## src/rtl/ov7670_stream_gen_if.sv

```systemverilog
// Camera-side pin bundle of the OV7670 emulator.
// Master drives the byte stream; slave is the capture logic.
interface ov7670_stream_gen_if;
  logic       vsync;
  logic       href;
  logic [7:0] d;
  logic       frame_done;
  logic [7:0] frame_count;

  modport master (
    output vsync, href, d,
    output frame_done, frame_count
  );

  modport slave (
    input vsync, href, d,
    input frame_done, frame_count
  );
endinterface

```

## src/rtl/ov7670_stream_gen.sv

```systemverilog
// OV7670 sensor emulator: RGB444 vsync/href/d stream with test patterns.
// Runs on the emulated pclk; every pin is registered one cycle after state.
module ov7670_stream_gen #(
  parameter int H_ACTIVE    = 640,
  parameter int H_BLANK     = 144,
  parameter int VSYNC_LINES = 3,
  parameter int V_BACK      = 17,
  parameter int V_ACTIVE    = 480,
  parameter int V_FRONT     = 10
) (
  input  logic        clk,
  input  logic        reset,
  input  logic        enable,
  input  logic [1:0]  mode,
  input  logic [11:0] solid_rgb,
  ov7670_stream_gen_if.master cam
);
  localparam int L  = 2 * (H_ACTIVE + H_BLANK);
  localparam int HC = $clog2(L + 1);
  localparam int HW = (HC < 5) ? 5 : HC;
  localparam int BP = H_ACTIVE / 8;
  localparam int BW = (BP > 1) ? $clog2(BP) : 1;

  localparam logic [HW-1:0] H_LAST = HW'(L - 1);
  localparam logic [HW-1:0] H_PIX  = HW'(2 * H_ACTIVE);
  localparam logic [BW-1:0] B_LAST = BW'(BP - 1);
  localparam logic [15:0] VS_LAST = 16'(VSYNC_LINES - 1);
  localparam logic [15:0] VB_LAST = 16'(V_BACK - 1);
  localparam logic [15:0] VA_LAST = 16'(V_ACTIVE - 1);
  localparam logic [15:0] VF_LAST = 16'(V_FRONT - 1);

  typedef enum logic [2:0] {
    S_IDLE,
    S_VSYNC,
    S_VBACK,
    S_ACTIVE,
    S_VFRONT
  } state_t;

  state_t        state_q;
  logic [HW-1:0] h_q;
  logic [15:0]   v_q;
  logic [1:0]    mode_q;
  logic [11:0]   solid_q;
  logic [2:0]    bar_q;
  logic [BW-1:0] bcnt_q;
  logic [11:0]   pix_q;
  logic          vsync_q;
  logic          href_q;
  logic [7:0]    d_q;
  logic          done_q;
  logic [7:0]    fcnt_q;

  logic        act_d;
  logic        line_end_d;
  logic        v_last_d;
  logic [11:0] bar_rgb_d;
  logic [11:0] rgb_d;
  logic [7:0]  byte_d;

  always_comb begin
    act_d      = (state_q == S_ACTIVE) && (h_q < H_PIX);
    line_end_d = (h_q == H_LAST);
    v_last_d   = 1'b0;
    unique case (1'b1)
      state_q == S_VSYNC:  v_last_d = (v_q == VS_LAST);
      state_q == S_VBACK:  v_last_d = (v_q == VB_LAST);
      state_q == S_ACTIVE: v_last_d = (v_q == VA_LAST);
      state_q == S_VFRONT: v_last_d = (v_q == VF_LAST);
      default:             v_last_d = 1'b0;
    endcase
    unique case (bar_q)
      3'd0: bar_rgb_d = 12'hFFF;
      3'd1: bar_rgb_d = 12'hFF0;
      3'd2: bar_rgb_d = 12'h0FF;
      3'd3: bar_rgb_d = 12'h0F0;
      3'd4: bar_rgb_d = 12'hF0F;
      3'd5: bar_rgb_d = 12'hF00;
      3'd6: bar_rgb_d = 12'h00F;
      3'd7: bar_rgb_d = 12'h000;
    endcase
    unique case (mode_q)
      2'd0: rgb_d = bar_rgb_d;
      2'd1: rgb_d = {h_q[4:1], v_q[3:0], fcnt_q[3:0]};
      2'd2: rgb_d = solid_q;
      2'd3: rgb_d = pix_q;
    endcase
    byte_d = 8'h00;
    if (act_d)
      byte_d = h_q[0] ? rgb_d[7:0] : {4'h0, rgb_d[11:8]};
  end

  always_ff @(posedge clk) begin
    if (reset) begin
      state_q <= S_IDLE;
      h_q     <= '0;
      v_q     <= '0;
      mode_q  <= '0;
      solid_q <= '0;
      bar_q   <= '0;
      bcnt_q  <= '0;
      pix_q   <= '0;
      vsync_q <= 1'b0;
      href_q  <= 1'b0;
      d_q     <= '0;
      done_q  <= 1'b0;
      fcnt_q  <= '0;
    end else begin
      vsync_q <= (state_q == S_VSYNC);
      href_q  <= act_d;
      d_q     <= byte_d;
      done_q  <= 1'b0;
      // bar position restarts every line; pixel index only at vsync
      if (act_d && h_q[0]) begin
        pix_q <= pix_q + 12'd1;
        if (bcnt_q == B_LAST) begin
          bcnt_q <= '0;
          bar_q  <= bar_q + 3'd1;
        end else begin
          bcnt_q <= bcnt_q + BW'(1);
        end
      end else if (!act_d) begin
        bar_q  <= '0;
        bcnt_q <= '0;
      end
      if (state_q == S_VSYNC)
        pix_q <= '0;
      if (state_q == S_IDLE) begin
        h_q <= '0;
        v_q <= '0;
        if (enable) begin
          state_q <= S_VSYNC;
          mode_q  <= mode;
          solid_q <= solid_rgb;
        end
      end else begin
        h_q <= line_end_d ? '0 : h_q + HW'(1);
        if (line_end_d) begin
          v_q <= v_last_d ? '0 : v_q + 16'd1;
          if (v_last_d) begin
            unique case (state_q)
              S_VSYNC:  state_q <= S_VBACK;
              S_VBACK:  state_q <= S_ACTIVE;
              S_ACTIVE: state_q <= S_VFRONT;
              S_VFRONT: begin
                done_q <= 1'b1;
                fcnt_q <= fcnt_q + 8'd1;
                if (enable) begin
                  state_q <= S_VSYNC;
                  mode_q  <= mode;
                  solid_q <= solid_rgb;
                end else begin
                  state_q <= S_IDLE;
                end
              end
              default: state_q <= S_IDLE;
            endcase
          end
        end
      end
    end
  end

  assign cam.vsync       = vsync_q;
  assign cam.href        = href_q;
  assign cam.d           = d_q;
  assign cam.frame_done  = done_q;
  assign cam.frame_count = fcnt_q;
endmodule

```

## src/flat_wrapper.sv

```systemverilog
// flat-port wrapper written by rule: the top's interface ports become plain ports
module ov7670_stream_gen_flat 
#(
  parameter int H_ACTIVE    = 640,
  parameter int H_BLANK     = 144,
  parameter int VSYNC_LINES = 3,
  parameter int V_BACK      = 17,
  parameter int V_ACTIVE    = 480,
  parameter int V_FRONT     = 10
)
  (clk, reset, enable, mode, solid_rgb, cam_vsync, cam_href, cam_d, cam_frame_done, cam_frame_count);
  ov7670_stream_gen_if cam_i ();
  input  logic clk;
  input  logic reset;
  input  logic enable;
  input  logic [1:0] mode;
  input  logic [11:0] solid_rgb;
  output wire logic [$bits(cam_i.vsync)-1:0] cam_vsync;
  output wire logic [$bits(cam_i.href)-1:0] cam_href;
  output wire logic [$bits(cam_i.d)-1:0] cam_d;
  output wire logic [$bits(cam_i.frame_done)-1:0] cam_frame_done;
  output wire logic [$bits(cam_i.frame_count)-1:0] cam_frame_count;
  assign cam_vsync = cam_i.vsync;
  assign cam_href = cam_i.href;
  assign cam_d = cam_i.d;
  assign cam_frame_done = cam_i.frame_done;
  assign cam_frame_count = cam_i.frame_count;
  ov7670_stream_gen #(.H_ACTIVE(H_ACTIVE), .H_BLANK(H_BLANK), .VSYNC_LINES(VSYNC_LINES), .V_BACK(V_BACK), .V_ACTIVE(V_ACTIVE), .V_FRONT(V_FRONT)) u_core (.clk(clk), .reset(reset), .enable(enable), .mode(mode), .solid_rgb(solid_rgb), .cam(cam_i));
endmodule
```

## config.mk

```make
export PLATFORM = sky130hd
export DESIGN_NAME = ov7670_stream_gen_flat
export DESIGN_NICKNAME = d
export VERILOG_FILES = /design/src/rtl/ov7670_stream_gen_if.sv /design/src/rtl/ov7670_stream_gen.sv /design/src/flat_wrapper.sv
export SDC_FILE = /design/constraint.sdc
export NUM_CORES = 1
export LEC_CHECK = 0
export CAP_MARGIN = 5
export CORE_MARGIN = 2
export CORE_UTILIZATION = 45
export DETAILED_ROUTE_END_ITERATION = 12
export PLACE_DENSITY = 0.78
export RECOVER_POWER = 25
export SKIP_LAST_GASP = 1
export SLEW_MARGIN = 40
export SYNTH_ARGS = -nofsm -noshare
export SYNTH_HDL_FRONTEND = slang
export SYNTH_SLANG_ARGS = --single-unit
```

## constraint.sdc

```tcl
create_clock -name clk -period 2.2 [get_ports clk]
set_input_delay 0.66 -clock clk [delete_from_list [all_inputs] [get_ports clk]]
set_output_delay 0.66 -clock clk [all_outputs]
set_load 0.005 [all_outputs]
```

==> flow_summary.yaml, run 1 <==
outcome:
  status: "complete, but fails checks"
  violations: "setup timing"
placement:
  portBuffers: 35
  hpwlAfterDp_um: 7045
  gp_congestion: 0.9166
  pre_cts_slack_ns: 0.02151
  post_dp_cell_area_um2: 4742
drt:
  drc_errors: 0
  viasPerCell: 5.698
  routedWlPerCell_um: 16.11
  ant_nets: 0
  finalWirelength_um: 10180
  drtIter0Drc: 225
  vias: 3601
  firstDrtPassIters: 5
global_route:
  antenna_found_initial: 0
  grt_pass1_vias: 3317
  grt_first_pass_wirelength_um: 16190
  grt_usage_pct: 20.75
  grt_max_degree: 22
  overflow: 0
finish:
  diodes: 0
  finish.instance_area_um2: 5075
  drive_gt1_share_pct: 18.32
  final_core_util_pct: 57.91
  area.growth.synth_to_final_pct: 24.00
  finalNetCount: 542
die:
  ios: 36
  dieArea_um2: 9873
  core_um2: 8763
  rows: 34
  start_util_pct: 46.70
  die_h_um: 99.37
  die_w_um: 99.37
sta:
  slew_violations: 0
  min_period_ns: 2.201
  setup_viol: 1
  fmax_mhz: 454.4
  timing.final.crit_share_pct: 100.0
  relSlewSlack_pct: 56.88
  finalHoldViolCount: 0
  finalWorstSetupSlack_ns: -0.0008678
  worstMarginPinSlew_ns: 0.6460
  clock_skew_ns: 0.01288
  rsz0062_at_grt: "yes"
clocking:
  clk_path_buf_depth: 2
  htreeDepth: 3
  insertion_delay_ns: 0.38
  cts_tree: "done"
  cts_buffers: 9
  clk_pin_slew_ns: 0.10
  clkSinkCount: 88
  cts-root-buf: "clkbuf_8"
  hold_buffers: 0
logic_synthesis:
  synth_top_area_cell: "dfxtp_1"
  synth_edf_count: 0
  synth-async-reset-ratio_pct: 0
  seq_area_frac_synth_pct: 43.04
  ys_warn_count: 0
  synth_cell_types: 44
  syn_nets: 481
  syn-instance-count: 458
  syn_area_per_cell_um2: 8.936
  ys_ff_latch: 88
  synth_area_leaders: "dfxtp_1 43%, mux4_2 6.6%, nor2_1 5.9%, xor2_1 5.8%, nand3_1 3.8%"
  synth_common_cells: "88 x dfxtp_1, 64 x nor2_1, 31 x nand3_1"
  synth_ff_type: "dfxtp_1"
  netlist_area_um2: 4093
  synthDominantCellAreaShare_pct: 43.04
  synth_most_common_cell: "dfxtp_1"
worst_setup_path:
  slowest_delay_ns: 0.54
  crit_buf_inv: 1
  path_max_fanout: 11
  cp-startpoint: "u_core.v_q[5]"
  cp_data_arrival_time_ns: 2.52
  r2r_slack_ns: -0.0009
  critical_path_class: "reg -> reg"
  crit_required_ns: 2.51
  crit_chain: "or4_4, nor2_4, o211ai_2, buf_4, nor4_1, nand2_1, a21oi_1"
  cp_slowest_cell: "or4_4"
  start_kind: "register"
  endpoint_kind: "register"
  r2r_start: "u_core.v_q[5]"
  crit_family: "simple AND/OR/NAND/NOR gates"
power_and_ir_drop:
  p_per_area_nw_per_um2: 584.6
  peakVddDrop_uv: 290.2
  p_leak_uw: 0.001841
min_path:
  min_from: "u_core.solid_q[0]"
  hp-class: "reg -> reg"
run:
  maxCapViolCount: 0
-- what timing repair did --
action / in CTS / in global routing
gates cloned: 0 / 2
setup buffers: 1 / 3
pin swaps: 1 / 9
endpoints found under the setup margin: 5 / 38
gates resized for setup: 0 / 35
-- stage by stage --
stage | TNS (ns) | hold slack, ns | power (µW) | instances
finish | -0.0008678 | 0.4908 | 2967 | 632
global route | -0.4167 | 0.5245 | 3060 | 632
CTS | -0.01295 | 0.4902 | 2968 | 627
detailed placement | 0 | 0.4758 | 1873 | 610
global placement | 0 | 0.4692 | 1866 | 610
floorplan | 0 | 0.4505 | 1792 | 458
-- power breakdown --
part / internal [µW] / switching (µW) / total, µW
Clock: 444 / 673 / 1120
Combinational: 107 / 97.6 / 205
Sequential: 1620 / 29.9 / 1640
Total: 2170 / 800 / 2970
-- cell usage in the layout (no fill, tap or decap), types with 4 or more instances in the layout --
cell type	count
dfxtp_1	83
nor2_1	64
clkdlybuf4s50_1	34
buf_4	33
nand3_1	31
nand2_1	30
xor2_1	27
a21oi_1	25
xnor2_1	16
and3_1	15
nand4_1	12
mux4_2	12
o21ai_0	11
nor3_1	11
inv_1	10
o21ai_1	10
clkbuf_8	9
nor4_1	7
ha_1	6
nor2b_1	5
or3_1	5
dfxtp_2	5
or2_2	4
mux2i_1	4
-- final timing paths --
path,cells after the start,end
setup / recovery,7,u_core.cam.frame_count[1]
hold / removal,2,u_core.solid_q[0]
setup reg to reg,7,u_core.cam.frame_count[1]
hold reg to reg,2,u_core.solid_q[0]
-- per-layer routing --
layer,up-vias,routed length (µm),global-route usage [%]
met5,-,0,0
met4,0,170,8.114
met3,16,645,4.146
met2,132,4725,33.00
met1,1711,4637,27.94
li1,1742,-,-
-- flip-flops by register name, summed over array words and instances (netlist names), 7 cells and up --
name,cells
u_core.h_q,11
u_core.pix_q,12
u_core.bcnt_q,7
u_core.solid_q,12
u_core.cam.frame_count,8
u_core.cam.d,8
u_core.v_q,16
-- worst register-to-register path, delay by kind of cell, from the launching register on --
kind | cells | cell delay (ns)
simple gates | 4 | 1.34
buf+inv | 1 | 0.21
flops | 1 | 0.32
compound gates | 2 | 0.27
-- cells by family after synthesis --
logic type,after synthesis,share of synthesized area [%]
XOR/XNOR,43,9.202
AND/OR/NAND/NOR,206,25.65
AO/OA/AOI/OAI,63,8.988
buffers and inverters,35,3.455
adder cells (fa/ha/maj),6,1.834
flip-flops,88,43.04
multiplexers,17,7.826
-- layout make-up --
| class | count | area, µm² |
|---|---|---|
| fill | 752 | 3689 |
| multi-input combinational | 335 | 2256 |
| sequential | 88 | 1768 |
| timing repair buffer | 75 | 686.9 |
| tap | 108 | 135.1 |
| clock buffer | 9 | 123.9 |
| clock inverter | 7 | 67.56 |
| inverter | 10 | 37.54 |
Power figures use the tool's default switching activity.
==> run 2, diff against run 1 <==
- SLEW_MARGIN: 40 -> 30
==> results of run 2 <==
Final layout, timing and power as in run 1 (identical DEF).
